==> config.mk <==
export PLATFORM = sky130hd
export DESIGN_NAME = mnist_rx_assembler
export DESIGN_NICKNAME = d
export VERILOG_FILES = /design/src/rtl/mnist_rx_assembler.sv
export SDC_FILE = /design/constraint.sdc
export NUM_CORES = 1
export LEC_CHECK = 0
export ABC_AREA = 1
export CORE_UTILIZATION = 37
export CTS_CLUSTER_DIAMETER = 120
export CTS_CLUSTER_SIZE = 10
export DETAILED_ROUTE_END_ITERATION = 8
export SETUP_SLACK_MARGIN = 0.05
export SLEW_MARGIN = 20
export SYNTH_ARGS = -nofsm -noshare
export SYNTH_HDL_FRONTEND = slang
export SYNTH_SLANG_ARGS = --single-unit
==> constraint.sdc <==
create_clock -name clk -period 3.7 [get_ports clk]
set_clock_uncertainty 0.15 [all_clocks]
set_input_delay 0.74 -clock clk [delete_from_list [all_inputs] [get_ports clk]]
set_output_delay 0.74 -clock clk [all_outputs]
set_load 0.02 [all_outputs]
==> src/rtl/mnist_rx_assembler.sv <==
// mnist_rx_assembler
//
// Reassembles the per-bit UART bytes (0x00/0x01) coming back from the MNIST
// loop-back path into MSB-first pixel bytes. Each completed byte is written to
// an image RAM, and image boundaries are tracked. Bad byte values and
// mid-image inter-bit gaps are flagged as sticky errors.
//
// Ports:
//   clk           system clock
//   rst_n         asynchronous active-low reset
//   start         one-cycle pulse, (re)arms reception and clears all state
//   uart_rx_done  one-cycle strobe qualifying uart_rx_data
//   uart_rx_data  received byte, expected 0x00 or 0x01
//   ram_we        one-cycle RAM write strobe
//   ram_addr      RAM byte address
//   ram_wdata     assembled pixel byte
//   image_done    one-cycle pulse, aligned with the write of an image's last byte
//   image_cnt     images completed since start
//   last_ones     number of '1' bits in the most recently completed image
//   rx_active     high while receiving
//   rx_complete   high once the whole transfer has been written
//   err_bad       sticky: a byte other than 0x00/0x01 was received
//   err_gap       sticky: a mid-image gap timeout discarded a partial image

module mnist_rx_assembler #(
    parameter int unsigned BYTES_TOTAL     = 98000,
    parameter int unsigned BITS_PER_IMAGE  = 784,
    parameter int unsigned GAP_TIMEOUT_CYC = 20000
) (
    input  logic        clk,
    input  logic        rst_n,
    input  logic        start,
    input  logic        uart_rx_done,
    input  logic [7:0]  uart_rx_data,
    output logic        ram_we,
    output logic [16:0] ram_addr,
    output logic [7:0]  ram_wdata,
    output logic        image_done,
    output logic [9:0]  image_cnt,
    output logic [9:0]  last_ones,
    output logic        rx_active,
    output logic        rx_complete,
    output logic        err_bad,
    output logic        err_gap
);

    localparam int unsigned BitW = (BITS_PER_IMAGE > 1) ? $clog2(BITS_PER_IMAGE) : 1;
    localparam int unsigned GapW = (GAP_TIMEOUT_CYC > 1) ? $clog2(GAP_TIMEOUT_CYC) : 1;

    localparam logic [BitW-1:0] LastBit  = BitW'(BITS_PER_IMAGE - 1);
    localparam logic [16:0]     LastByte = 17'(BYTES_TOTAL - 1);
    localparam logic [GapW-1:0] GapLast  = GapW'(GAP_TIMEOUT_CYC - 1);

    typedef enum logic [1:0] {StIdle, StRecv, StDone} state_e;

    state_e state_q, state_d;

    logic [6:0]      shift_q, shift_d;
    logic [2:0]      bit_pos_q, bit_pos_d;
    logic [BitW-1:0] bit_in_img_q, bit_in_img_d;
    logic [16:0]     byte_idx_q, byte_idx_d;
    logic [16:0]     img_base_q, img_base_d;
    logic [9:0]      ones_q, ones_d;
    logic [GapW-1:0] gap_cnt_q, gap_cnt_d;
    logic [9:0]      image_cnt_q, image_cnt_d;
    logic [9:0]      last_ones_q, last_ones_d;
    logic            err_bad_q, err_bad_d;
    logic            err_gap_q, err_gap_d;
    logic            ram_we_q, ram_we_d;
    logic [16:0]     ram_addr_q, ram_addr_d;
    logic [7:0]      ram_wdata_q, ram_wdata_d;
    logic            image_done_q, image_done_d;

    logic       recv;
    logic       bit_valid;
    logic       mid_image;
    logic [7:0] new_byte;
    logic [9:0] bit_ext;
    logic       xfer_end;

    assign recv      = (state_q == StRecv);
    assign bit_valid = uart_rx_done && (uart_rx_data[7:1] == 7'd0);
    // Between images (both positions zero) idling is legal, so no gap counting.
    assign mid_image = (bit_pos_q != 3'd0) || (bit_in_img_q != '0);
    assign new_byte  = {shift_q, uart_rx_data[0]};
    assign bit_ext   = {9'd0, uart_rx_data[0]};
    assign xfer_end  = recv && bit_valid && (bit_pos_q == 3'd7) && (byte_idx_q == LastByte);

    // State register
    always_ff @(posedge clk or negedge rst_n) begin
        if (!rst_n) begin
            state_q <= StIdle;
        end else begin
            state_q <= state_d;
        end
    end

    // Next state; start wins over everything, including a concurrent strobe
    always_comb begin
        state_d = state_q;
        if (start) begin
            state_d = StRecv;
        end else begin
            unique case (state_q)
                StIdle:  state_d = StIdle;
                StRecv:  if (xfer_end) state_d = StDone;
                StDone:  state_d = StDone;
                default: state_d = StIdle;
            endcase
        end
    end

    // State-decoded outputs
    always_comb begin
        rx_active   = (state_q == StRecv);
        rx_complete = (state_q == StDone);
    end

    // Datapath next state
    always_comb begin
        shift_d      = shift_q;
        bit_pos_d    = bit_pos_q;
        bit_in_img_d = bit_in_img_q;
        byte_idx_d   = byte_idx_q;
        img_base_d   = img_base_q;
        ones_d       = ones_q;
        gap_cnt_d    = gap_cnt_q;
        image_cnt_d  = image_cnt_q;
        last_ones_d  = last_ones_q;
        err_bad_d    = err_bad_q;
        err_gap_d    = err_gap_q;
        ram_we_d     = 1'b0;
        ram_addr_d   = ram_addr_q;
        ram_wdata_d  = ram_wdata_q;
        image_done_d = 1'b0;

        if (start) begin
            shift_d      = '0;
            bit_pos_d    = '0;
            bit_in_img_d = '0;
            byte_idx_d   = '0;
            img_base_d   = '0;
            ones_d       = '0;
            gap_cnt_d    = '0;
            image_cnt_d  = '0;
            last_ones_d  = '0;
            err_bad_d    = 1'b0;
            err_gap_d    = 1'b0;
        end else if (recv) begin
            if (uart_rx_done) begin
                // A bad byte is still a strobe: it holds the gap counter.
                if (!bit_valid) begin
                    err_bad_d = 1'b1;
                end else begin
                    shift_d      = new_byte[6:0];
                    bit_pos_d    = bit_pos_q + 3'd1;
                    bit_in_img_d = bit_in_img_q + 1'b1;
                    ones_d       = ones_q + bit_ext;
                    gap_cnt_d    = '0;
                    if (bit_pos_q == 3'd7) begin
                        ram_we_d    = 1'b1;
                        ram_addr_d  = byte_idx_q;
                        ram_wdata_d = new_byte;
                        byte_idx_d  = byte_idx_q + 17'd1;
                        bit_pos_d   = 3'd0;
                    end
                    if (bit_in_img_q == LastBit) begin
                        image_done_d = 1'b1;
                        image_cnt_d  = image_cnt_q + 10'd1;
                        last_ones_d  = ones_q + bit_ext;
                        ones_d       = '0;
                        bit_in_img_d = '0;
                        img_base_d   = byte_idx_q + 17'd1;
                    end
                end
            end else if (mid_image) begin
                if (gap_cnt_q == GapLast) begin
                    // Drop the partial image and rewrite it from its first byte.
                    err_gap_d    = 1'b1;
                    bit_pos_d    = '0;
                    bit_in_img_d = '0;
                    ones_d       = '0;
                    gap_cnt_d    = '0;
                    byte_idx_d   = img_base_q;
                end else begin
                    gap_cnt_d = gap_cnt_q + 1'b1;
                end
            end
        end
    end

    always_ff @(posedge clk or negedge rst_n) begin
        if (!rst_n) begin
            shift_q      <= '0;
            bit_pos_q    <= '0;
            bit_in_img_q <= '0;
            byte_idx_q   <= '0;
            img_base_q   <= '0;
            ones_q       <= '0;
            gap_cnt_q    <= '0;
            image_cnt_q  <= '0;
            last_ones_q  <= '0;
            err_bad_q    <= 1'b0;
            err_gap_q    <= 1'b0;
            ram_we_q     <= 1'b0;
            ram_addr_q   <= '0;
            ram_wdata_q  <= '0;
            image_done_q <= 1'b0;
        end else begin
            shift_q      <= shift_d;
            bit_pos_q    <= bit_pos_d;
            bit_in_img_q <= bit_in_img_d;
            byte_idx_q   <= byte_idx_d;
            img_base_q   <= img_base_d;
            ones_q       <= ones_d;
            gap_cnt_q    <= gap_cnt_d;
            image_cnt_q  <= image_cnt_d;
            last_ones_q  <= last_ones_d;
            err_bad_q    <= err_bad_d;
            err_gap_q    <= err_gap_d;
            ram_we_q     <= ram_we_d;
            ram_addr_q   <= ram_addr_d;
            ram_wdata_q  <= ram_wdata_d;
            image_done_q <= image_done_d;
        end
    end

    assign ram_we     = ram_we_q;
    assign ram_addr   = ram_addr_q;
    assign ram_wdata  = ram_wdata_q;
    assign image_done = image_done_q;
    assign image_cnt  = image_cnt_q;
    assign last_ones  = last_ones_q;
    assign err_bad    = err_bad_q;
    assign err_gap    = err_gap_q;

endmodule

==> After elaboration in Yosys (flattened, before gate mapping) <==
Cells that the tools add are included.
{ "classes": {"addsub": 6, "eq_ne": 11, "n_mux": 73, "bitwise": 1, "reduce_logical": 24} }
{ "op_table": {"columns": ["cell", "n"], "rows": [
  ["$mux W10", 22],
  ["$mux W17", 12],
  ["$mux W15", 6],
  ["$mux W7", 4],
  ["$mux W3", 7],
  ["$add A10 B1 Y10 const B", 2],
  ["$mux W1", 19],
  ["$add A17 B1 Y17 const B", 1],
  ["$eq A17 B17 Y1 const B", 1],
  ["$add A15 B1 Y15 const B", 1],
  ["$eq A15 B15 Y1 const B", 1],
  ["$reduce_and A4 Y1", 3],
  ["$reduce_bool A2 Y1", 6],
  ["$add A10 B1 Y10", 1],
  ["$eq A10 B10 Y1 const B", 1],
  ["$reduce_and A5 Y1", 2],
  ["$reduce_bool A10 Y1", 1],
  ["$ne A3 B2 Y1 const B", 3],
  ["$reduce_and A3 Y1", 3],
  ["$reduce_bool A3 Y1", 3],
  ["$logic_not A7 Y1", 1],
  ["$logic_and A1 B1 Y1", 4],
  ["$mux W2", 2],
  ["$ne A2 B2 Y1 const B", 2],
  ["other kinds (7)", 7]
]} }
{ "word_totals": {"ff_bits": 130, "output_inout_bits": 51} }

==> Logic depth before layout (Yosys ltp) <==
Gate-level depths: netlist of the first run.
{ "depth": {"word_depth": 8, "depth_mapped": 13, "mapped_depth_nobuf": 11} }

==> Least setup slack after synthesis of the first run <==
OpenSTA, ideal clock, no wires.
{ "synth_path": {"path_type": "in2reg", "from": "in uart_rx_data[4]", "to": "reg image_cnt_q[0] (netlist: image_cnt[0])", "arrival_ns": 1.650, "required_ns": 3.417, "slack_ns": 1.767, "path_stages": 12, "path_buffers": 2, "path_cell_list": "inv_1 -> nand2_1 -> nor2_1 -> nand2_1 -> nand2_1 -> nand2_2 -> inv_2 -> nand2_1 -> buf_4 -> buf_6 -> nand2_1 -> o21ai_1"} }
{ "synth_between": {"elab_chain_cells": 4} }
{ "synth_lines": {"columns": ["element", "line", "source"], "rows": [
  ["start: declaration", "34", "input logic [7:0] uart_rx_data,"],
  ["$logic_not A7 Y1", "82", "assign bit_valid = uart_rx_done && (uart_rx_data[7:1] == 7'd0);"],
  ["$logic_and A1 B1 Y1", "82", null],
  ["$reduce_bool A2 Y1 (no line)", null, null],
  ["$reduce_and A4 Y1 (no line)", null, null],
  ["end signal: assignment", "217", "image_cnt_q <= image_cnt_d;"],
  ["end: declaration", "65", "logic [9:0] image_cnt_q, image_cnt_d;"]
]} }
No other way between the ends.
A chain may end at the register's enable or synchronous reset.

==> Worst setup path in the final report of the first run <==
{ "layout_path": {"from": "reg state_q[1]", "to": "out rx_active"} }
{ "layout_between": {"elab_chain_cells": 1} }
{ "layout_lines": {"columns": ["element", "line", "source"], "rows": [
  ["start: declaration", "56", "state_e state_q, state_d;"],
  ["start signal: assignment", "92", "state_q <= StIdle;"],
  ["start signal: assignment", "94", "state_q <= state_d;"],
  ["$eq A2 B1 Y1", "115", "rx_active = (state_q == StRecv);"],
  ["end: declaration", "41", "output logic rx_active,"]
]} }
No other way between the ends.

==> results of run 1 <==
logic make-up after synthesis:
logic type                 count (synthesis)  share of synthesized area
buffers and inverters                    120                     0.0777
AOI/OAI and AO/OA                        123                     0.0944
adders and majority gates                 12                     0.0222
and+or+nand+nor                          489                      0.299
xor gates and xnor gates                  20                     0.0259
DFF                                      130                      0.481
layout make-up:
cell class / count / area share
flip-flops and latches: 130 / 0.397
well taps: 229 / 0.0350
repair buffers: 77 / 0.0913
inverters: 87 / 0.0399
multi-input cells: 644 / 0.364
clock inverters: 12 / 0.0151
clock buffers: 20 / 0.0570
placed cells by master (no fill, tap or decap), drive strengths merged:
cell | netlist | layout
clkdlybuf4s50 | 0 | 61
o22ai | 7 | 7
ha | 12 | 12
o21ai | 103 | 103
bufinv | 0 | 1
o31ai | 1 | 1
nor3 | 5 | 5
xnor2 | 2 | 2
nor2 | 94 | 94
a31oi | 1 | 1
inv | 87 | 91
clkinvlp | 0 | 4
nand4 | 24 | 24
nand3 | 52 | 52
nand2 | 312 | 312
clkbuf | 5 | 20
nand3b | 2 | 2
xor2 | 18 | 18
buf | 28 | 16
o21a | 1 | 1
clkinv | 0 | 3
a22oi | 1 | 1
o21bai | 2 | 2
dfrtp | 130 | 130
a21oi | 7 | 7
how the worst min path moves through the flow:
stage | from | endpoint | slack, ns | cells after the start
CTS | rst_n | ram_wdata[3] | 0.17 | 1
global placement | ram_addr[2] | ram_addr[2] | 0.32 | 2
detailed placement | ram_wdata[2] | ram_wdata[2] | 0.33 | 2
finish | rst_n | ram_wdata[3] | 0.14 | 1
floorplan | rst_n | bit_in_img_q[0] | 0.29 | 0
global route | rst_n | ram_wdata[3] | 0.20 | 1
per-layer routing:
metal | vias up | GRT usage
met4 | 0 | 0.0580
met1 | 2679 | 0.250
met5 | - | 0
li1 | 2985 | -
met2 | 109 | 0.301
met3 | 20 | 0.0423
registers in the layout (all words and copies together) (netlist names):
name and count:
bit_in_img_q 10, image_done 1, state_q 2, last_ones 10, ram_wdata 8, byte_idx_q 17
err_gap 1, err_bad 1, bit_pos_q 3, gap_cnt_q 15, image_cnt 10, ram_we 1
img_base_q 17, ones_q 10, ram_addr 17, shift_q 7
power by group through the flow:
stage / clock network [mW] / registers (mW) / logic, mW
after floorplan: 0 / 1.56 / 0.272
after global placement: 0 / 1.56 / 0.419
after detailed placement: 0 / 1.56 / 0.421
after CTS: 1.71 / 1.54 / 0.423
after global routing: 1.76 / 1.55 / 0.471
final: 1.67 / 1.54 / 0.419
==> run_results.csv, run 1 <==
group,metric,value,unit
die,ios,63,
critical_path,crit_chain,"inv_1, ha_1, clkdlybuf4s50_1",
layout,area_delta_synth_final,21.1,%
layout,seq_area,3250,sq um
synthesis,synth_flop_cell,"dfrtp_1",
clock_network,worstSkewPairLatency,0.43,ns
layout,multiInputGateArea,2980,sq um
clock_network,tritoncts,"done",
drt,drtAntennaViolNets,0,
power,internal_power,2.60,mW
timing,timing.hold.ws,0.142,ns
timing,relSlewSlack,0.597,
synthesis,syn_inst,894,
grt,gr-total-overflow,0,
synthesis,yosysSeqAreaShare,0.481,
synthesis,synth.largest_area_cell,"dfrtp_1",
drt,routed.top_layer,"met4",
synthesis,synth.distinct_cells,31,
critical_path,critPathMaxStageDelay,0.66,ns
critical_path,cp.depth,3,
drt,met3_wirelength,524,um
power,power_switching,1.03,mW
clock_network,hold_buffers,0,
drt,first_pass_iters,5,
critical_path,path_class,"reg2out",
drt,drc,0,
grt,grt_antenna_before_repair,0,
layout,final_area,8190,sq um
timing,fin_ws,1.00,ns
critical_path,reg2reg_to,"ones_q[7]",
critical_path,cp_top_family,"buffers and inverters",
status,outcome,"completed",
clock_network,clock-root-buffer,"clkbuf_16",
timing,min_period_over_period,0.729,
critical_path,worstSetupStartpoint,"state_q[1]",
die,die_area,18800,sq um
clock_network,htreeDepth,4,
power,peakVddDrop,365,uV
synthesis,ys_top_cells_by_area,"dfrtp_1, nand2_1, o21ai_1",
placed_design,place_ws,0.865,ns
drt,via_per_inst,4.83,
layout,drive_gt1_frac,0.0742,
critical_path,end_kind,"output port",
critical_path,cp.arrival,1.81,ns
critical_path,crit_slowest_cell,"clkdlybuf4s50_1",
layout,final_nets,981,
drt,wl,16400,um
clock_network,cts_buffer_depth,2,
critical_path,rr_worst_depth,11,
timing,rsz0062_at_grt,"false",
clock_network,cts_buffers,17,
run,drv_cap,0,
critical_path,start_kind,"flip-flop",
drt,routed-wl-met2,7430,um
power,p_total,3.63,mW
die,coreArea,18000,sq um
drt,drt-met1-wl,8210,um
synthesis,yosysTopAreaCellShare,0.481,
power,p_seq_frac,0.424,
layout,fillers,1822,
timing,min_period,2.70,ns
timing,tightest_slew,0.605,ns
die,dieHeight,137,um
drt,wl_per_cell,13.6,um
synthesis,synthArstFlopShare,1.00,
timing,tns,0,ns
timing,finalHoldViolCount,0,
critical_path,path_buf_inv,2,
placed_design,dp.cells,1167,
clock_network,path_clk_slew,0.07,ns
timing,setup_viol,0,
grt,grt_pass1_wl,27400,um
critical_path,endpoint,"rx_active",
placed_design,place_area,7590,sq um
clock_network,cts_resized,0,
synthesis,syn-cell-area,6760,sq um
timing,max_freq,0.371,GHz
placed_design,numPortBuffers,62,
die,die_w,137,um
synthesis,netlist_top_cells_count,"nand2_1, dfrtp_1, nor2_1",
worst_hold_path,hold_path_class,"in2async",
drt,drt_iter0_markers,346,
critical_path,timing.reg2reg.setup_slack,1.43,ns
grt,grt_max_degree,66,
critical_path,required,2.81,ns
grt,grt_usage,0.187,
power,comb_power_share,0.115,
synthesis,synth-edff-count,0,
timing,slew_viol_final,0,
clock_network,post_cts_buffers,0,
placed_design,gp_congestion,0.829,
layout,post-route-util,0.456,
die,num_rows,49,
power,swShare,0.283,
synthesis,yosysMostFrequentCell,"nand2_1",
placed_design,hpwl,11200,um
critical_path,r2r-start,"bit_in_img_q[0]",
synthesis,synth.ff_latch_count,130,
synthesis,syn-num-nets,918,
synthesis,syn_avg_cell_area,7.56,sq um
critical_path,crit_fanout,5,
clock_network,clock-sinks,130,
die,start_util,0.376,
drt,vias,5793,
grt,grt_pass1_vias,5582,
power,clkPwrFrac,0.460,
layout,diodes,0,
power,p_leak,3.65,nW
layout,instances_no_fill,1199,
synthesis,yosys_warnings,0,
power,p_per_area,443,nW/um^2
Power figures use the tool's default switching activity.
==> run 2, diff against run 1 <==
==> constraint.sdc (replaced) <==
create_clock -name clk -period 2.3 [get_ports clk]
set_clock_uncertainty 0.15 [all_clocks]
set_input_delay 0.46 -clock clk [delete_from_list [all_inputs] [get_ports clk]]
set_output_delay 0.46 -clock clk [all_outputs]
set_load 0.02 [all_outputs]
==> run 2 against run 1 <==
  * Non-clock buffer count grew 37
  * Power grew 71%
  * Worst setup slack lost 0.86 ns
  * Sequential power grew 60%
  * Critical path depth shrank 2
  * Via count grew 1.8%
  * Critical path type unchanged
==> run_results.csv, run 2 (synthesis gave the netlist of run 1 again) <==
group,metric,value,unit
status,outcome,"completed",
layout,final_cell_mix,"nand2_1, dfrtp_1, nor2_1",
timing,tightest_slew,0.572,ns
layout,area_delta_synth_final,27.3,%
timing,setup_viol,0,
placed_design,gp_congestion,0.881,
critical_path,cp_top_family,"buffers and inverters",
clock_network,tritoncts,"done",
grt,grt_usage,0.185,
clock_network,post_cts_buffers,0,
timing,rsz0062_at_grt,"false",
timing,slew_viol_final,0,
placed_design,place_ws,-0.0356,ns
die,start_util,0.376,
timing,min_period_over_period,0.940,
die,ios,63,
run,drv_cap,0,
drt,wl,16100,um
critical_path,cp.arrival,1.55,ns
timing,finalHoldViolCount,0,
layout,final_nets,1018,
clock_network,clock-root-buffer,"clkbuf_16",
critical_path,crit_slowest_cell,"clkdlybuf4s50_1",
drt,via_per_inst,4.77,
layout,fillers,1789,
die,die_area,18800,sq um
die,num_rows,49,
grt,grt.busiest_layer,"met2",
drt,drc,0,
drt,vias,5899,
clock_network,htreeDepth,4,
power,p_per_area,722,nW/um^2
critical_path,path_class,"reg2out",
clock_network,clock-sinks,130,
drt,first_pass_iters,5,
grt,grt_pass1_vias,5407,
layout,drive_gt1_frac,0.107,
drt,wl_per_cell,13.0,um
grt,use_met2,0.278,
timing,max_freq,0.463,GHz
critical_path,path_buf_inv,1,
clock_network,cts_buffers,17,
timing,min_period,2.16,ns
clock_network,cts_buffer_depth,2,
layout,mostFrequentLayoutCell,"nand2_1",
power,p_leak,3.91,nW
die,die_w,137,um
placed_design,numPortBuffers,62,
placed_design,hpwl,11600,um
grt,grt_util_met1,0.267,
critical_path,start_kind,"flip-flop",
critical_path,end_kind,"output port",
timing,fin_ws,0.138,ns
layout,diodes,0,
clock_network,path_clk_slew,0.06,ns
layout,multiInputGateArea,2980,sq um
layout,post-route-util,0.479,
critical_path,crit_chain,"clkdlybuf4s50_1",
grt,grt_pass1_wl,27100,um
drt,drtAntennaViolNets,0,
drt,drt_iter0_markers,445,
die,coreArea,18000,sq um
timing,relSlewSlack,0.619,
grt,gr-total-overflow,0,
critical_path,crit_fanout,7,
die,dieHeight,137,um
critical_path,required,1.69,ns
grt,use_met3,0.0353,
clock_network,worstSkewPairLatency,0.42,ns
layout,seq_area,3250,sq um
grt,grt_antenna_before_repair,0,
worst_hold_path,hold_path_class,"reg2reg",
power,peakVddDrop,535,uV
grt,grt_max_degree,62,
critical_path,critPathMaxStageDelay,0.68,ns
-- run 2: repair_timing --
item,4_1_cts,5_1_grt
endpoints found under the hold margin,56,0
hold buffers,1,0
setup endpoints to repair,2,0
gates resized for setup,2,0
-- run 2: layout make-up --
cell class | count | share of cell area
clock buffers | 20 | 0.0542
clock inverters | 12 | 0.0208
inverters | 87 | 0.0379
multi-input cells | 644 | 0.346
flip-flops and latches | 130 | 0.378
well taps | 229 | 0.0333
repair buffers | 114 | 0.129
-- run 2: worst register-to-register path, stage by stage, from the launching register on --
cell and delay (ns):
dfrtp_1 0.42, ha_1 0.19, nand2_1 0.11, inv_1 0.07, nand2_1 0.06, nor2_1 0.10, nand2_1 0.11, nand2_2 0.14
nand2_2 0.09, buf_4 0.16, nor2_1 0.24, nand2_1 0.09, nand2_1 0.07
-- run 2: power breakdown --
part | total (mW) | internal (mW) | switching [mW]
Clock | 2.94 | 1.90 | 1.03
Combinational | 0.801 | 0.308 | 0.492
Sequential | 2.47 | 2.38 | 0.0946
Total | 6.21 | 4.59 | 1.62
-- run 2: final timing paths --
kind,start,endpoint,slack [ns],cells after the start
min in group asynchronous,rst_n,ram_wdata[3],0.44,2
setup / recovery,image_cnt[2],image_cnt[2],0.14,1
max in group asynchronous,rst_n,image_cnt[3],0.95,3
hold reg to reg,ram_wdata[1],ram_wdata[1],0.33,2
hold / removal,ram_wdata[1],ram_wdata[1],0.33,2
setup reg to reg,gap_cnt_q[0],ones_q[2],0.25,12
-- run 2: per-layer routing --
layer	up-vias	share of wire
li1	3055	-
met1	2712	0.51
met2	119	0.43
met3	13	0.041
met4	0	0.0099
met5	-	0
-- run 2: stage by stage --
stage | hold slack (ns) | power (mW) | instance area [sq um] | cells | TNS, ns
after floorplan | 0.0144 | 2.94 | 6760 | 894 | 0
after global placement | 0.318 | 3.31 | 7950 | 1203 | 0
after detailed placement | 0.323 | 3.32 | 7950 | 1203 | -0.0598
after CTS | 0.337 | 6.27 | 8610 | 1236 | 0
after global routing | 0.356 | 6.47 | 8610 | 1236 | 0
final | 0.332 | 6.21 | 8610 | 1236 | 0
==> run 3, diff against run 2 <==
--- a/config.mk
+++ b/config.mk
@@ -10,6 +10,7 @@
 export CTS_CLUSTER_DIAMETER = 120
 export CTS_CLUSTER_SIZE = 10
 export DETAILED_ROUTE_END_ITERATION = 8
+export GPL_ROUTABILITY_DRIVEN = 0
 export SETUP_SLACK_MARGIN = 0.05
 export SLEW_MARGIN = 20
 export SYNTH_ARGS = -nofsm -noshare
==> results of run 3 <==
No change in the layout: final DEF, timing and power equal those of run 2.
